**src/rtl/calc_op_sequencer.sv**
```systemverilog
`default_nettype none
// ============================================================================
// Module   : calc_op_sequencer
// Brief    : Button-driven sequencer for a multi-cycle calculator ALU.
//            Synchronizes and debounces the push-button, latches the operand
//            switches on a press, launches the ALU with a one-cycle start
//            pulse, waits for completion with a timeout, and publishes the
//            result, an error flag and a completed-operation count.
// Revision : 1.0 - initial release
// ============================================================================
module calc_op_sequencer #(
    parameter int unsigned DEBOUNCE_CYCLES = 20,
    parameter int unsigned TIMEOUT_CYCLES  = 64,
    parameter int unsigned MAX_FUNC        = 4
) (
    input  logic        clk,
    input  logic        rst,
    input  logic        button,
    input  logic [2:0]  func,
    input  logic [7:0]  num1,
    input  logic [7:0]  num2,
    input  logic        alu_done,
    input  logic        alu_err,
    input  logic [31:0] alu_result,
    output logic        alu_start,
    output logic [2:0]  alu_func,
    output logic [7:0]  alu_a,
    output logic [7:0]  alu_b,
    output logic [31:0] cal_result,
    output logic        result_valid,
    output logic        busy,
    output logic        err,
    output logic [7:0]  op_count
);

    // ------------------------------------------------------------------------
    // Constants
    // ------------------------------------------------------------------------
    localparam int unsigned c_DBW = (DEBOUNCE_CYCLES < 2) ? 1 : $clog2(DEBOUNCE_CYCLES + 1);
    localparam int unsigned c_TOW = (TIMEOUT_CYCLES < 2) ? 1 : $clog2(TIMEOUT_CYCLES + 1);

    // The debounce counter flips the level on the cycle its count would reach
    // DEBOUNCE_CYCLES, so the compare value is one less than the threshold.
    localparam logic [c_DBW-1:0] c_DB_LAST  = c_DBW'(DEBOUNCE_CYCLES - 1);
    localparam logic [c_TOW-1:0] c_TO_LAST  = c_TOW'(TIMEOUT_CYCLES - 1);

    // A 3-bit code can never exceed a limit of 7 or more.
    localparam bit               c_ALL_LEGAL = (MAX_FUNC >= 7);
    localparam logic [2:0]       c_MAX_FUNC  = 3'(MAX_FUNC);

    localparam logic [1:0] c_IDLE   = 2'd0;
    localparam logic [1:0] c_LAUNCH = 2'd1;
    localparam logic [1:0] c_WAIT   = 2'd2;
    localparam logic [1:0] c_DONE   = 2'd3;

    // ------------------------------------------------------------------------
    // Declarations
    // ------------------------------------------------------------------------
    logic [1:0]        r_sync;
    logic [c_DBW-1:0]  r_db_cnt;
    logic              r_db_level;
    logic              r_press;
    logic              w_db_diff;
    logic              w_db_flip;

    logic [1:0]        r_state;
    logic [1:0]        w_state_nxt;
    logic [c_TOW-1:0]  r_to_cnt;

    logic              w_func_bad;
    logic              w_accept;
    logic              w_set_err;
    logic              w_load_res;
    logic              w_enter_done;

    logic [2:0]        r_alu_func;
    logic [7:0]        r_alu_a;
    logic [7:0]        r_alu_b;
    logic [31:0]       r_cal_result;
    logic              r_err;
    logic [7:0]        r_op_count;

    // ------------------------------------------------------------------------
    // Button path
    // ------------------------------------------------------------------------
    // Two-flop synchronizer for the asynchronous push-button.
    always_ff @(posedge clk or negedge rst) begin
        if (!rst) begin
            r_sync <= 2'b00;
        end else begin
            r_sync <= {r_sync[0], button};
        end
    end

    assign w_db_diff = (r_sync[1] != r_db_level);
    assign w_db_flip = w_db_diff && (r_db_cnt == c_DB_LAST);

    // Debounce: the level only follows the synced input after it has
    // disagreed for DEBOUNCE_CYCLES consecutive cycles; press marks a rise.
    always_ff @(posedge clk or negedge rst) begin
        if (!rst) begin
            r_db_cnt   <= '0;
            r_db_level <= 1'b0;
            r_press    <= 1'b0;
        end else begin
            r_press <= w_db_flip && !r_db_level;
            if (w_db_flip) begin
                r_db_level <= ~r_db_level;
                r_db_cnt   <= '0;
            end else if (w_db_diff) begin
                r_db_cnt <= r_db_cnt + 1'b1;
            end else begin
                r_db_cnt <= '0;
            end
        end
    end

    // ------------------------------------------------------------------------
    // Operation sequencer
    // ------------------------------------------------------------------------
    assign w_func_bad = !c_ALL_LEGAL && (func > c_MAX_FUNC);

    // State register.
    always_ff @(posedge clk or negedge rst) begin
        if (!rst) begin
            r_state <= c_IDLE;
        end else begin
            r_state <= w_state_nxt;
        end
    end

    // Next-state decode plus the one-cycle datapath strobes for each transition.
    always_comb begin
        w_state_nxt = r_state;
        w_accept    = 1'b0;
        w_set_err   = 1'b0;
        w_load_res  = 1'b0;
        case (r_state)
            c_IDLE: begin
                if (r_press) begin
                    w_accept = 1'b1;
                    // Illegal codes skip the ALU entirely but still complete.
                    if (w_func_bad) begin
                        w_state_nxt = c_DONE;
                    end else begin
                        w_state_nxt = c_LAUNCH;
                    end
                end
            end
            c_LAUNCH: begin
                // A done seen while the start pulse is out cannot belong to it.
                w_state_nxt = c_WAIT;
            end
            c_WAIT: begin
                // Done has priority over a timeout landing in the same cycle.
                if (alu_done) begin
                    w_state_nxt = c_DONE;
                    if (alu_err) begin
                        w_set_err = 1'b1;
                    end else begin
                        w_load_res = 1'b1;
                    end
                end else if (r_to_cnt == c_TO_LAST) begin
                    w_state_nxt = c_DONE;
                    w_set_err   = 1'b1;
                end
            end
            c_DONE: begin
                w_state_nxt = c_IDLE;
            end
            default: begin
                w_state_nxt = c_IDLE;
            end
        endcase
    end

    assign w_enter_done = (r_state != c_DONE) && (w_state_nxt == c_DONE);

    // Timeout counter: restarted by the launch, advanced on each idle WAIT cycle.
    always_ff @(posedge clk or negedge rst) begin
        if (!rst) begin
            r_to_cnt <= '0;
        end else if (r_state == c_LAUNCH) begin
            r_to_cnt <= '0;
        end else if ((r_state == c_WAIT) && !alu_done) begin
            r_to_cnt <= r_to_cnt + 1'b1;
        end
    end

    // Operand latch, result/error capture and completion counter.
    always_ff @(posedge clk or negedge rst) begin
        if (!rst) begin
            r_alu_func   <= '0;
            r_alu_a      <= '0;
            r_alu_b      <= '0;
            r_cal_result <= '0;
            r_err        <= 1'b0;
            r_op_count   <= '0;
        end else begin
            if (w_accept) begin
                r_alu_func <= func;
                r_alu_a    <= num1;
                r_alu_b    <= num2;
                // A new press clears the old error unless it is rejected.
                r_err      <= w_func_bad;
            end else if (w_set_err) begin
                r_err <= 1'b1;
            end
            if (w_load_res) begin
                r_cal_result <= alu_result;
            end
            // Counted on entry to DONE so the count is current while
            // result_valid is high; rejected and failed ops count too.
            if (w_enter_done) begin
                r_op_count <= r_op_count + 8'd1;
            end
        end
    end

    // ------------------------------------------------------------------------
    // Outputs
    // ------------------------------------------------------------------------
    assign alu_start    = (r_state == c_LAUNCH);
    assign result_valid = (r_state == c_DONE);
    assign busy         = (r_state != c_IDLE);
    assign alu_func     = r_alu_func;
    assign alu_a        = r_alu_a;
    assign alu_b        = r_alu_b;
    assign cal_result   = r_cal_result;
    assign err          = r_err;
    assign op_count     = r_op_count;

endmodule
`default_nettype wire

```
**config.mk**
```make
export PLATFORM = sky130hd
export DESIGN_NAME = calc_op_sequencer
export DESIGN_NICKNAME = d
export VERILOG_FILES = /design/src/rtl/calc_op_sequencer.sv
export SDC_FILE = /design/constraint.sdc
export NUM_CORES = 1
export LEC_CHECK = 0
export ABC_AREA = 1
export BUFFER_PORTS_ARGS = -buffer_cell sky130_fd_sc_hd__buf_4
export CAP_MARGIN = 10
export CELL_PAD_IN_SITES_DETAIL_PLACEMENT = 2
export CELL_PAD_IN_SITES_GLOBAL_PLACEMENT = 2
export CORE_MARGIN = 4
export CORE_UTILIZATION = 33
export CTS_CLUSTER_SIZE = 25
export DETAILED_ROUTE_END_ITERATION = 8
export PLACE_DENSITY = 0.83
export SETUP_SLACK_MARGIN = 0.4
export SLEW_MARGIN = 20
export SYNTH_ARGS = -nofsm -noshare
export SYNTH_HDL_FRONTEND = slang
export SYNTH_SLANG_ARGS = --single-unit
```
**constraint.sdc**
```tcl
create_clock -name clk -period 4.5 [get_ports clk]
set_clock_uncertainty 0.05 [all_clocks]
set_input_delay 0 -clock clk [delete_from_list [all_inputs] [get_ports clk]]
set_output_delay 0 -clock clk [all_outputs]
set_load 0.1 [all_outputs]
```
# After elaboration in Yosys (flattened, before gate mapping)

Index checks and enable logic that the tools add are counted.
Widths: inputs -> output; s select.

Logic and storage cells: 55
Bits in registers: 78
Output and inout bits: 63
Input port bits: 56

Add/subtract/negate cells: 3
Muxes and demuxes: 20
Order comparisons: 1
Reduce and logical (&&, ||, !) cells: 10
Bitwise logic cells: 1
Eq/ne operators: 8

Operators with widths:

| cell                | number |
|---|---|
| $mux 7              | 2 |
| $mux 1              | 11 |
| $mux 5              | 2 |
| $add 8x1->8 const B | 1 |
| $mux 2              | 4 |
| $pmux 2 s4          | 1 |
| $add 7x1->7 const B | 1 |
| $eq 7x6->1 const B  | 1 |
| $eq 2x2->1 const B  | 3 |
| $reduce_bool 2->1   | 3 |
| $add 5x1->5 const B | 1 |
| $eq 5x5->1 const B  | 1 |
| $logic_and 1x1->1   | 4 |
| $gt 3x3->1 const B  | 1 |
| $eq 2x1->1 const B  | 1 |
| $logic_not 1->1     | 2 |
| $logic_not 2->1     | 1 |
| $ne 2x2->1 const B  | 1 |
| $ne 1x1->1          | 1 |
| $not 1->1           | 1 |

# Longest topological paths before layout

Gate-level depths: netlist of run 1.

Word-level depth: 6
Mapped depth: 11
Gate-level depth less buffers: 10

# Least setup slack after synthesis of run 1

OpenSTA, ideal clock, no wires.

Path type: reg-to-reg
From: register r_state[1]
To: register r_to_cnt[5]
Arrival time: 2149 ps
Stages on the path, launching flop included: 9
Clock period less this slack: 2263 ps
Slack: 2237 ps
Path buffers: 0
Data required time: 4386 ps
Setup time: 64 ps
Cell sequence: dfrtp_1 inv_1 ha_1 inv_1 nand2_1 nand3_1 o21ai_0 o211ai_1 inv_1

Elaborated cells on any way between the ends: 5
Those cells by class: 2 x eq/ne; 1 x mux; 2 x reduce/logical

RTL lines:

| item                                        | line | source |
|---|---|---|
| start: declaration                          | 66   | `logic [1:0] r_state;` |
| start signal: assignment                    | 126  | `r_state <= c_IDLE;` |
| start signal: assignment                    | 128  | `r_state <= w_state_nxt;` |
| $eq 2x1->1 (*)                              | --   |  |
| net alu_start                               | 25   | `output logic alu_start,` |
| $mux 7 or $reduce_bool 2->1 (tied branches) | --   |  |
| end signal: assignment                      | 186  | `r_to_cnt <= r_to_cnt + 1'b1;` |
| end: declaration                            | 68   | `logic [c_TOW-1:0] r_to_cnt;` |

The timed path passes the listed nets; every way through them passes the cells marked *.
A chain may end at the register's enable or synchronous reset.

# Worst setup path after layout of run 1

From: register r_state[0]
To: register r_op_count[4] (netlist: op_count[4])

Word-level cells in the longest chain between the ends: 5
Elaborated cells on any way between the ends: 11
Those cells by class: 5 x eq/ne; 4 x mux; 2 x reduce/logical

RTL lines:

| item                   | line | source |
|---|---|---|
| $mux 2                 | 163  | `end else if (r_to_cnt == c_TO_LAST) begin` |
| $mux 2                 | 156  | `if (alu_done) begin` |
| $pmux 2 s4             | 138  | `case (r_state)` |
| $eq 2x2->1             | 177  | `assign w_enter_done = (r_state != c_DONE) && (w_state_nxt == c_DONE);` |
| $logic_and 1x1->1 (*)  | 177  |  |
| end signal: assignment | 215  | `r_op_count <= r_op_count + 8'd1;` |
| end: declaration       | 81   | `logic [7:0] r_op_count;` |

Every way passes the cells marked *; elsewhere a longest branch is shown, timed or not.

==> results of run 1 <==
-- stage by stage --
stage	util, %	setup WS (ps)	std cells	hold slack, ps
finish	51.61	2291	593	89.21
global route	51.61	2147	593	101.3
CTS	51.57	2399	593	37.67
detailed placement	44.24	2427	524	65.42
global placement	44.24	2496	524	61.18
floorplan	-	2237	280	-345.6
-- what timing repair did --
action	4_1_cts	5_1_grt
hold buffers	53	0
endpoints found under the hold margin	131	0
setup buffers	0	0
-- worst paths after layout --
kind | from | end | slack, ps | cells after the start
setup / recovery | r_state[0]$_DFF_PN0_ | op_count[4]$_DFFE_PN0P_ | 2290 | 8
hold / removal | alu_done | r_to_cnt[2]$_DFFE_PN0P_ | 90 | 5
setup reg to reg | r_state[0]$_DFF_PN0_ | op_count[4]$_DFFE_PN0P_ | 2290 | 8
hold reg to reg | r_sync[0]$_DFF_PN0_ | r_sync[1]$_DFF_PN0_ | 330 | 0
max in group asynchronous | rst | cal_result[25]$_DFFE_PN0P_ | 3700 | 2
min in group asynchronous | rst | cal_result[10]$_DFFE_PN0P_ | 210 | 2
-- power by group through the flow --
| stage | registers, µW | clock network [µW] | logic (µW) |
|---|---|---|---|
| final | 1070 | 544 | 2260 |
| after global routing | 1090 | 585 | 2350 |
| after CTS | 1030 | 533 | 2200 |
| after detailed placement | 1020 | 0 | 2150 |
| after global placement | 1010 | 0 | 2110 |
| after floorplan | 2220 | 0 | 471 |
-- metal layers --
metal | global-route usage [%] | wire (µm)
met5 | 0 | 0
met4 | 8.025 | 334
met3 | 8.716 | 1117
met2 | 45.34 | 7409
met1 | 34.28 | 6221
-- tightest hold or removal path, cell delays in order --
cell,delay [ps]
buf_4,80
inv_2,60
nand2_1,110
o21ai_0,90
a21oi_1,110
-- logic make-up (layout without fill, tap and decap cells) --
logic type,count (synthesis),count (layout),synth area share [%]
AND/OR/NAND/NOR,88,88,12.57
multiplexers,48,48,16.30
XOR/XNOR,8,8,2.113
adder cells (fa/ha/maj),8,8,3.019
flip-flops,78,78,58.87
buffers and inverters,33,213,4.264
AO/OA/AOI/OAI,17,17,2.868
-- cells in the mapped netlist, types with 3 or more instances --
library cell / instances / share of area (%)
nand2_2: 4 / 0.75
mux2_2: 47 / 16
nand3_1: 10 / 1.5
xor2_1: 3 / 0.79
nand4_1: 10 / 1.9
o21ai_0: 9 / 1.4
xnor2_1: 5 / 1.3
nand3_2: 4 / 1.2
ha_1: 8 / 3.0
dfrtp_1: 78 / 59
inv_1: 23 / 2.6
inv_2: 3 / 0.34
buf_2: 5 / 0.75
nor2_1: 18 / 2.0
nand2_1: 36 / 4.1
a21oi_1: 5 / 0.75
-- state kept, by name, indices dropped and copies added, names as in the netlist --
signal,count
alu_b,8
r_state,2
r_db_level,1
r_to_cnt,7
r_db_cnt,5
err,1
r_sync,2
alu_func,3
cal_result,32
r_press,1
alu_a,8
op_count,8
-- layout make-up --
class,count,area share (%)
Tap cell,133,3.299
Multi-Input combinational cell,169,24.23
Inverter,26,1.935
Sequential cell,78,38.69
Clock buffer,13,3.348
Clock inverter,3,0.3472
Timing Repair Buffer,171,28.15
==> results by group, run 1 <==
Global route
  – Initial antenna violation count: 0
  – First-pass GRT wire length: 23090 µm
  – Vias in the first global route: 3529
  – Largest net degree at the start of global routing: 79
  – GRT Total Usage: 27.35%
  – GRT overflow: 0

Power
  – Sequential power share: 27.6%
  – Internal cell power: 1622 µW
  – P_sw: approximately 2300 µW
  – Pwr dens: 768.7 mW/mm²
  – Static leakage: 0.002447 µW
  – Logic pwr share: approximately 58%
  – Clock Power Share: 14.0%
  – Peak supply drop: 708.9 µV
  – PnR Total Power: roughly 3900 µW
  – Sw Share: 58.18%

Floorplan
  – # IOs: 119
  – Die Y: 108.2 µm
  – Die ar.: 0.01171 mm²
  – Starting Density: about a third
  – Width of the die: 108.2 µm
  – CORE AREA: 0.009774 mm²
  – Row count: 36

STA
  – Final hold vios: 0
  – Final Critical Period: 2209 ps
  – Slew Limit Headroom: 37.98%
  – Setup TNS: 0 ps
  – Fin crit share: between 40 and 50%
  – FMAX: around 0.45 GHz
  – Slew Limit Fails: 0
  – Final setup violation count: 0
  – RSZ-0062 raised after global routing: false
  – Worst slew pin tran: roughly 930 ps

Job
  – Maxcap violations: 0

Clocking
  – Clk slew on worst S/H paths: about 100 ps
  – CTS Sinks: 78
  – CTS Buffer Depth: 2
  – CTS root buf: clkbuf_8
  – CTS Buf Count: 9
  – H-tree depth: 3
  – CTS tree: done
  – Clock Latency Late Sink: 360 ps
  – Post-CTS resize count: 0

Worst setup path
  – Required @ worst endpoint: 4680 ps
  – Slowest cell on crit path: a21oi_2
  – Crit path cell chain: inv_1 > ha_1 > inv_1 > nor2_1 > a21oi_2 > nand3_2 > nand2_1 > nand2_1
  – Setup CP Type: reg2reg
  – CP peak stage delay: 520 ps
  – Max Fanout on Critical Path: 12
  – Top delay family on crit path: simple AND/OR/NAND/NOR gates
  – Crit path DAT: between 2000 and 2500 ps
  – Critical Path Source Type: register
  – Buffers & Inverters on Critical Path: 2
  – CP Capture Type: register

Routing
  – DR vias/cell: about 5
  – Post-DRT Antenna Nets: 0
  – Wire length per cell: 25.43 µm
  – Via count: 2880
  – Final wirelength: approximately 15000 µm
  – DR iter-0 viols: 133
  – Drt first pass iters: 4
  – Drc violations: 0

Cells and area
  – Fillers: 995
  – Most common cell after layout, fill and taps aside: buf_4
  – NumNets Final: 519
  – Layout cell share with drive strength beyond 1: 42.39%
  – Area of the multi-input gates: about 0.0012 mm²
  – FF/Latch Area: a little under 0.002 mm²
  – Design Area, Final: around 0.0050 mm²
  – Area Overhead vs Synth: 52.15%
  – Highest-count cells in the layout ignoring fill and taps: buf_4, dfrtp_1, dlygate4sd3_1, mux2_2, nand2_1
  – Antenna diodes: 0

Synth
  – Async SR Flop Fraction: 100.0%
  – Synthesized cell area: 0.003316 mm²
  – Netlist cell types: 25
  – Post-synth top flop: dfrtp_1
  – Mapped Cells: 280
  – Sequential fraction of the synthesis area: 58.87%
  – Synthesized area per cell: 11.84 µm²
  – Number of synthesized register bits: 78
  – Post-synth EDFFs: 0
  – Synth Net Count: 344
  – Ys Warns: 0

Hold path
  – Tightest Hold Check Type: in2reg

Status
  – Status: complete, no violations

Placed design
  – Placed cell area: 0.004324 mm²
  – Detailed Place HPWL: between 7000 and 8000 µm
  – Routability cong.: between 0.7 and 0.8
  – Port bufs: 118
Power figures use the tool's default switching activity.
==> inputs of run 2 (changes only) <==
- ABC_AREA: 1 -> 0
- CORE_UTILIZATION: 33 -> 29
- PLACE_DENSITY: 0.83 -> 0.75
- clock period: 4.5 -> 1.93 ns (I/O delays scaled with it)
==> results by group, run 2 <==
Cells and area
  – Layout cell share with drive strength beyond 1: 55.69%
  – Design Area, Final: approximately 0.0053 mm²
  – Most common cell after layout, fill and taps aside: buf_4
  – Post-route insts no fill: about 560
  – Area Overhead vs Synth: 63.79%
  – Highest-count cells in the layout ignoring fill and taps: buf_4, dfrtp_1, dlygate4sd3_1, mux2_2, nor2_1
  – NumNets Final: 482
  – Fillers: about 1000
  – Antenna diodes: 0
  – Max reg flops: 32

Worst setup path
  – Slowest cell on crit path: dfrtp_1
  – Max Fanout on Critical Path: 3
  – Crit path DAT: 1910 ps
  – Setup CP Type: reg2reg
  – FF-to-FF End: op_count[1]$_DFFE_PN0P_
  – Crit Reg-Reg Startpoint: r_to_cnt[0]$_DFFE_PN0P_
  – CP Capture Type: register
  – Crit path cell chain: ha_2 > nand3_2 > o31ai_4 > and4b_4 > mux2_4
  – Worst R2R Setup Slack: a little over 200 ps
  – CP peak stage delay: 410 ps
  – Required @ worst endpoint: 2110 ps
  – Critical Path Source Type: register
  – R2r worst-path depth: 5

Hold path
  – Hold depth: 5
  – Hold Path Origin: alu_err
  – Tightest Hold Check Type: in2reg
  – Hold path endpoint: err$_DFFE_PN0P_

Synth
  – Mapped Cells: 228
  – Commonest cells in the synthesized netlist: dfrtp_1, mux2_2, nor2_1, nand2_1, xor2_1
  – Most common cell in the netlist: dfrtp_1
  – Synth area leader: dfrtp_1
  – Synthesized area per cell: 14.26 µm²
  – Sequential fraction of the synthesis area: 60.02%
  – Synth Net Count: between 200 and 300
  – Async SR Flop Fraction: 100.0%
  – Area share of the largest cell type after synthesis: 60.02%
  – Post-synth top flop: dfrtp_1
  – Ys Warns: 0
  – Post-synth EDFFs: 0
  – Synthesized cell area: 0.003252 mm²
  – Number of synthesized register bits: 78
  – Netlist cell types: 34
  – Largest cells by area after synthesis: dfrtp_1, mux2_2, ha_1

Status
  – Status: complete, no violations

Floorplan
  – Row count: 38
  – CORE AREA: 0.01089 mm²
  – # IOs: roughly 120
  – Width of the die: between 100 and 150 µm
  – Starting Density: 29.87%
  – Die ar.: 0.01297 mm²
  – Die Y: 113.9 µm

Placed design
  – Detailed Place HPWL: 6370 µm
  – Placed cell area: 0.004413 mm²
  – Inst Count DP: 485
  – Routability cong.: 0.7447
  – Port bufs: between 100 and 150
  – Place WS: between 60 and 70 ps

STA
  – Final worst slack: 208.0 ps
  – Setup TNS: 0 ps
  – Slew Limit Fails: 0
  – RSZ-0062 raised after global routing: true
  – Fin crit share: about 90%
  – Final hold vios: 0
  – FMAX: approximately 0.58 GHz
  – Final Critical Period: 1722 ps
  – Final setup violation count: 0
  – Slew Limit Headroom: 60.13%
  – Worst slew pin tran: 598.1 ps

Clocking
  – H-tree depth: 3
  – Clk slew on worst S/H paths: 80 ps
  – CTS Buf Count: 9
  – CTS Buffer Depth: 2
  – CTS root buf: clkbuf_8
  – Clock Latency Late Sink: around 340 ps
  – CTS tree: done
  – CTS Sinks: 78

Power
  – Internal cell power: 4310 µW
  – Sequential power share: between 20% and 30%
  – Static leakage: 0.002416 µW
  – Pwr dens: 1815 mW/mm²
  – Logic pwr share: around three fifths
  – Clock Power Share: 12.6%
  – PnR Total Power: 9669 µW
  – P_sw: 5359 µW
  – Sw Share: 55.42%
  – Peak supply drop: 1541 µV

Global route
  – GRT Total Usage: 17.14%
  – First-pass GRT wire length: between 15000 and 20000 µm
  – GRT overflow: 0
  – Largest net degree at the start of global routing: 45
  – Initial antenna violation count: 0
  – Vias in the first global route: between 3000 and 4000

Routing
  – Via count: 2583
  – DR vias/cell: approximately 4.6
  – Drc violations: 0
  – Drt first pass iters: 6
  – Wire length per cell: 19.20 µm
  – Post-DRT Antenna Nets: 0
  – DR iter-0 viols: 52
  – Final wirelength: 10790 µm

Job
  – Maxcap violations: 0
-- run 2: cell count changes after synthesis, sizes merged, moves of 4 or more --
cell / before / now
nand2: 40 / 10
inv: 26 / 4
nand3: 14 / 3
nor2: 20 / 13
o21ai: 9 / 2
xor2: 3 / 9
a21oi: 7 / 2
mux2: 48 / 53
buf: 7 / 3
clkbuf: 0 / 4
-- run 2: logic make-up (layout without fill, tap and decap cells) --
group,after synthesis,count (layout),synth area share [%]
flip-flops,78,78,60.02
multiplexers,55,55,19.08
AND/OR/NAND/NOR,51,51,9.119
XOR/XNOR,17,17,4.579
buffers and inverters,11,205,1.385
adder cells (fa/ha/maj),8,8,3.078
AO/OA/AOI/OAI,8,8,2.732
-- run 2: metal layers --
metal | wire [µm] | up-vias | GRT usage (%)
met2 | 6266 | 68 | 33.61
met5 | 0 | - | 0
met4 | 127 | 0 | 4.830
met1 | 3905 | 1323 | 18.37
met3 | 489 | 11 | 3.501
li1 | - | 1181 | -
-- run 2: how the worst max path moves through the flow --
stage / cells past startpoint / startpoint / slack (ps) / end
after floorplan: 3 / r_state[0]$_DFF_PN0_ / 170 / op_count[1]$_DFFE_PN0P_
after global placement: 5 / r_to_cnt[0]$_DFFE_PN0P_ / 110 / op_count[1]$_DFFE_PN0P_
after detailed placement: 5 / r_to_cnt[0]$_DFFE_PN0P_ / 60 / op_count[1]$_DFFE_PN0P_
after CTS: 6 / r_state[1]$_DFF_PN0_ / 260 / op_count[1]$_DFFE_PN0P_
after global routing: 5 / r_to_cnt[1]$_DFFE_PN0P_ / 150 / op_count[1]$_DFFE_PN0P_
final: 5 / r_to_cnt[0]$_DFFE_PN0P_ / 210 / op_count[1]$_DFFE_PN0P_
-- run 2: power groups by stage --
stage | logic [µW] | registers [µW] | clock network (µW)
after floorplan | 1270 | 5490 | 0
final | 5990 | 2460 | 1220
after CTS | 5830 | 2440 | 1260
after global routing | 6200 | 2530 | 1340
after detailed placement | 5550 | 2490 | 0
after global placement | 5480 | 2440 | 0
-- run 2: per-stage QoR --
stage / util (%) / hold WS [ps]
floorplan: - / -345.6
global placement: 40.53 / -0.9335
detailed placement: 40.53 / -3.064
CTS: 48.14 / 33.84
global route: 48.92 / 119.5
finish: 48.92 / 64.99
-- run 2: cell type report --
| type | instances | area, µm² | area share [%] |
|---|---|---|---|
| sequential | 78 | 1967 | 36.93 |
| multi-input combinational | 139 | 1401 | 26.31 |
| clock buffer | 10 | 127.6 | 2.396 |
| inverter | 4 | 17.52 | 0.3289 |
| tap | 140 | 175.2 | 3.289 |
| timing repair buffer | 186 | 1578 | 29.62 |
| clock inverter | 5 | 60.06 | 1.128 |
-- run 2: repair_timing --
item,4_1_cts,5_1_grt
gates resized for setup,8,15
endpoints found under the setup margin,67,70
endpoints found under the hold margin,95,0
cloned,0,0
buffers inserted,8,1
pin swaps,5,4
hold buffers,53,0
-- run 2: worst max-delay path, delay by kind of cell, from the launching register on --
family / cells / cell delay [ps]
DFF: 1 / 410
and+or+nand+nor: 2 / 400
muxes: 1 / 290
adders and majority gates: 1 / 250
AOI/OAI and AO/OA: 1 / 230
==> inputs of run 3 (changes only) <==
- PLACE_DENSITY: 0.75 -> unset
- PLACE_DENSITY_LB_ADDON: unset -> 0.1
==> results by group, run 3 (synthesized netlist as in run 2, its figures left out) <==
Status
  – Status: complete, no violations

Worst setup path
  – Slowest cell on crit path: dfrtp_1
  – R2r worst-path depth: 6
  – Critical Path Source Type: register
  – FF-to-FF End: cal_result[14]$_DFFE_PN0P_
  – Setup CP Type: reg2reg
  – CP peak stage delay: 420 ps
  – Worst R2R Setup Slack: 200 ps
  – Worst Setup EP: cal_result[14]$_DFFE_PN0P_
  – Max Fanout on Critical Path: 8
  – Required @ worst endpoint: 2130 ps
  – Top delay family on crit path: buffers and inverters
  – CP startpoint: r_state[1]$_DFF_PN0_
  – Stages on worst setup path: 6
  – CP Capture Type: register
  – Crit Reg-Reg Startpoint: r_state[1]$_DFF_PN0_
  – Buffers & Inverters on Critical Path: 3
  – Crit path cell chain: buf_4 > ha_2 > nand3b_1 > buf_12 > clkbuf_16 > mux2_2
  – Crit path DAT: 1920 ps

Clocking
  – H-tree depth: 3
  – CTS Buf Count: 9
  – CTS tree: done
  – CTS root buf: clkbuf_8
  – CTS Sinks: 78
  – Clock Latency Late Sink: 350 ps
  – CTS Buffer Depth: 2
  – Clk slew on worst S/H paths: 90 ps

Floorplan
  – Width of the die: around 110 µm
  – Row count: 38
  – CORE AREA: about 0.011 mm²
  – Die ar.: 0.01297 mm²
  – Die Y: around 110 µm
  – Starting Density: 29.87%
  – # IOs: 119

Placed design
  – Detailed Place HPWL: 6184 µm
  – Placed cell area: 0.004428 mm²
  – Routability cong.: roughly 0.72
  – Port bufs: 118

Global route
  – Largest net degree at the start of global routing: 38
  – First-pass GRT wire length: roughly 16000 µm
  – Initial antenna violation count: 1
  – Vias in the first global route: 2967
  – GRT overflow: 0
  – GRT Total Usage: 15.82%

Cells and area
  – Layout cell share with drive strength beyond 1: 54.88%
  – Fillers: ~1100
  – Most common cell after layout, fill and taps aside: buf_4
  – NumNets Final: 489
  – FF/Latch Area: 0.001967 mm²
  – Area Overhead vs Synth: 66.99%
  – Highest-count cells in the layout ignoring fill and taps: buf_4, dfrtp_1, dlygate4sd3_1, mux2_2, nor2_1
  – Area of the multi-input gates: 0.001326 mm²
  – Design Area, Final: 0.005430 mm²
  – Max reg flops: 32

Routing
  – Post-DRT Antenna Nets: 0
  – Drt first pass iters: 3
  – DR iter-0 viols: 64
  – Final wirelength: 10540 µm
  – DR vias/cell: roughly 4.6
  – Wire length per cell: 18.46 µm
  – Drc violations: 0
  – Via count: around 2600

STA
  – Final Critical Period: 1726 ps
  – RSZ-0062 raised after global routing: true
  – Fin crit share: 89.45%
  – Worst slew pin tran: approximately 510 ps
  – Slew Limit Headroom: 65.84%
  – Final hold vios: 0
  – FMAX: 0.5792 GHz
  – Slew Limit Fails: 0
  – Setup TNS: 0 ps
  – Final setup violation count: 0

Hold path
  – Tightest Hold Check Type: in2reg

Power
  – Static leakage: 0.002511 µW
  – PnR Total Power: 10010 µW
  – Pwr dens: approximately 1800 mW/mm²
  – Peak supply drop: 1024 µV

Job
  – Maxcap violations: 0
run 3: what timing repair did:
action                                 4_1_cts  5_1_grt
setup endpoints to repair                   44       51
pin swaps                                    4        1
setup buffers                                8        2
hold buffers                                54        0
gates resized for setup                      5        6
cloned                                       1        2
endpoints found under the hold margin      131        0
run 3: final cells by class:
type / count / area share (%)
timing repair buffer: 193 / 31.15
clock inverter: 5 / 1.959
multi-input combinational: 139 / 24.42
tap: 140 / 3.226
sequential: 78 / 36.22
inverter: 4 / 0.3687
antenna: 1 / 0.04608
clock buffer: 11 / 2.604
run 3: worst min-delay path: stages:
cell,delay [ps]
buf_4,90
nand2_1,60
o41ai_2,50
a21oi_1,60
mux2i_1,120
run 3: worst min-delay path by stage:
stage                                         end  cells after the start  startpoint  slack (ps)
after floorplan              alu_a[0]$_DFFE_PN0P_                      0         rst        -350
after global placement    op_count[1]$_DFFE_PN0P_                      1         rst        -230
after detailed placement  op_count[1]$_DFFE_PN0P_                      1         rst        -230
after CTS                         err$_DFFE_PN0P_                      5     alu_err          30
after global routing              err$_DFFE_PN0P_                      5     alu_err          60
final                             err$_DFFE_PN0P_                      5     alu_err          30
run 3: per-stage QoR:
step                      util, %  hold WS, ps  instances  setup WS [ps]
after floorplan                 -       -345.6        228          166.4
after global placement      40.67       -228.0        487          76.40
after detailed placement    40.67       -228.2        487          19.14
after CTS                   48.98        30.17        566          204.1
after global routing        49.87        61.49        571          128.1
final                       49.87        26.39        571          203.6
run 3: power breakdown:
part / leakage (µW) / internal, µW / total (µW) / switching, µW
clock: 0.000120 / 898 / 1550 / 649
combinational: 0.00144 / 1660 / 6020 / 4360
sequential: 0.000947 / 2120 / 2450 / 326
run 3: routing by layer:
metal	wire length [µm]	GRT usage (%)	up-vias
li1	-	-	1193
met1	4073	18.44	1346
met2	5598	27.40	74
met3	744	5.729	9
met4	126	4.513	0
met5	0	0	-
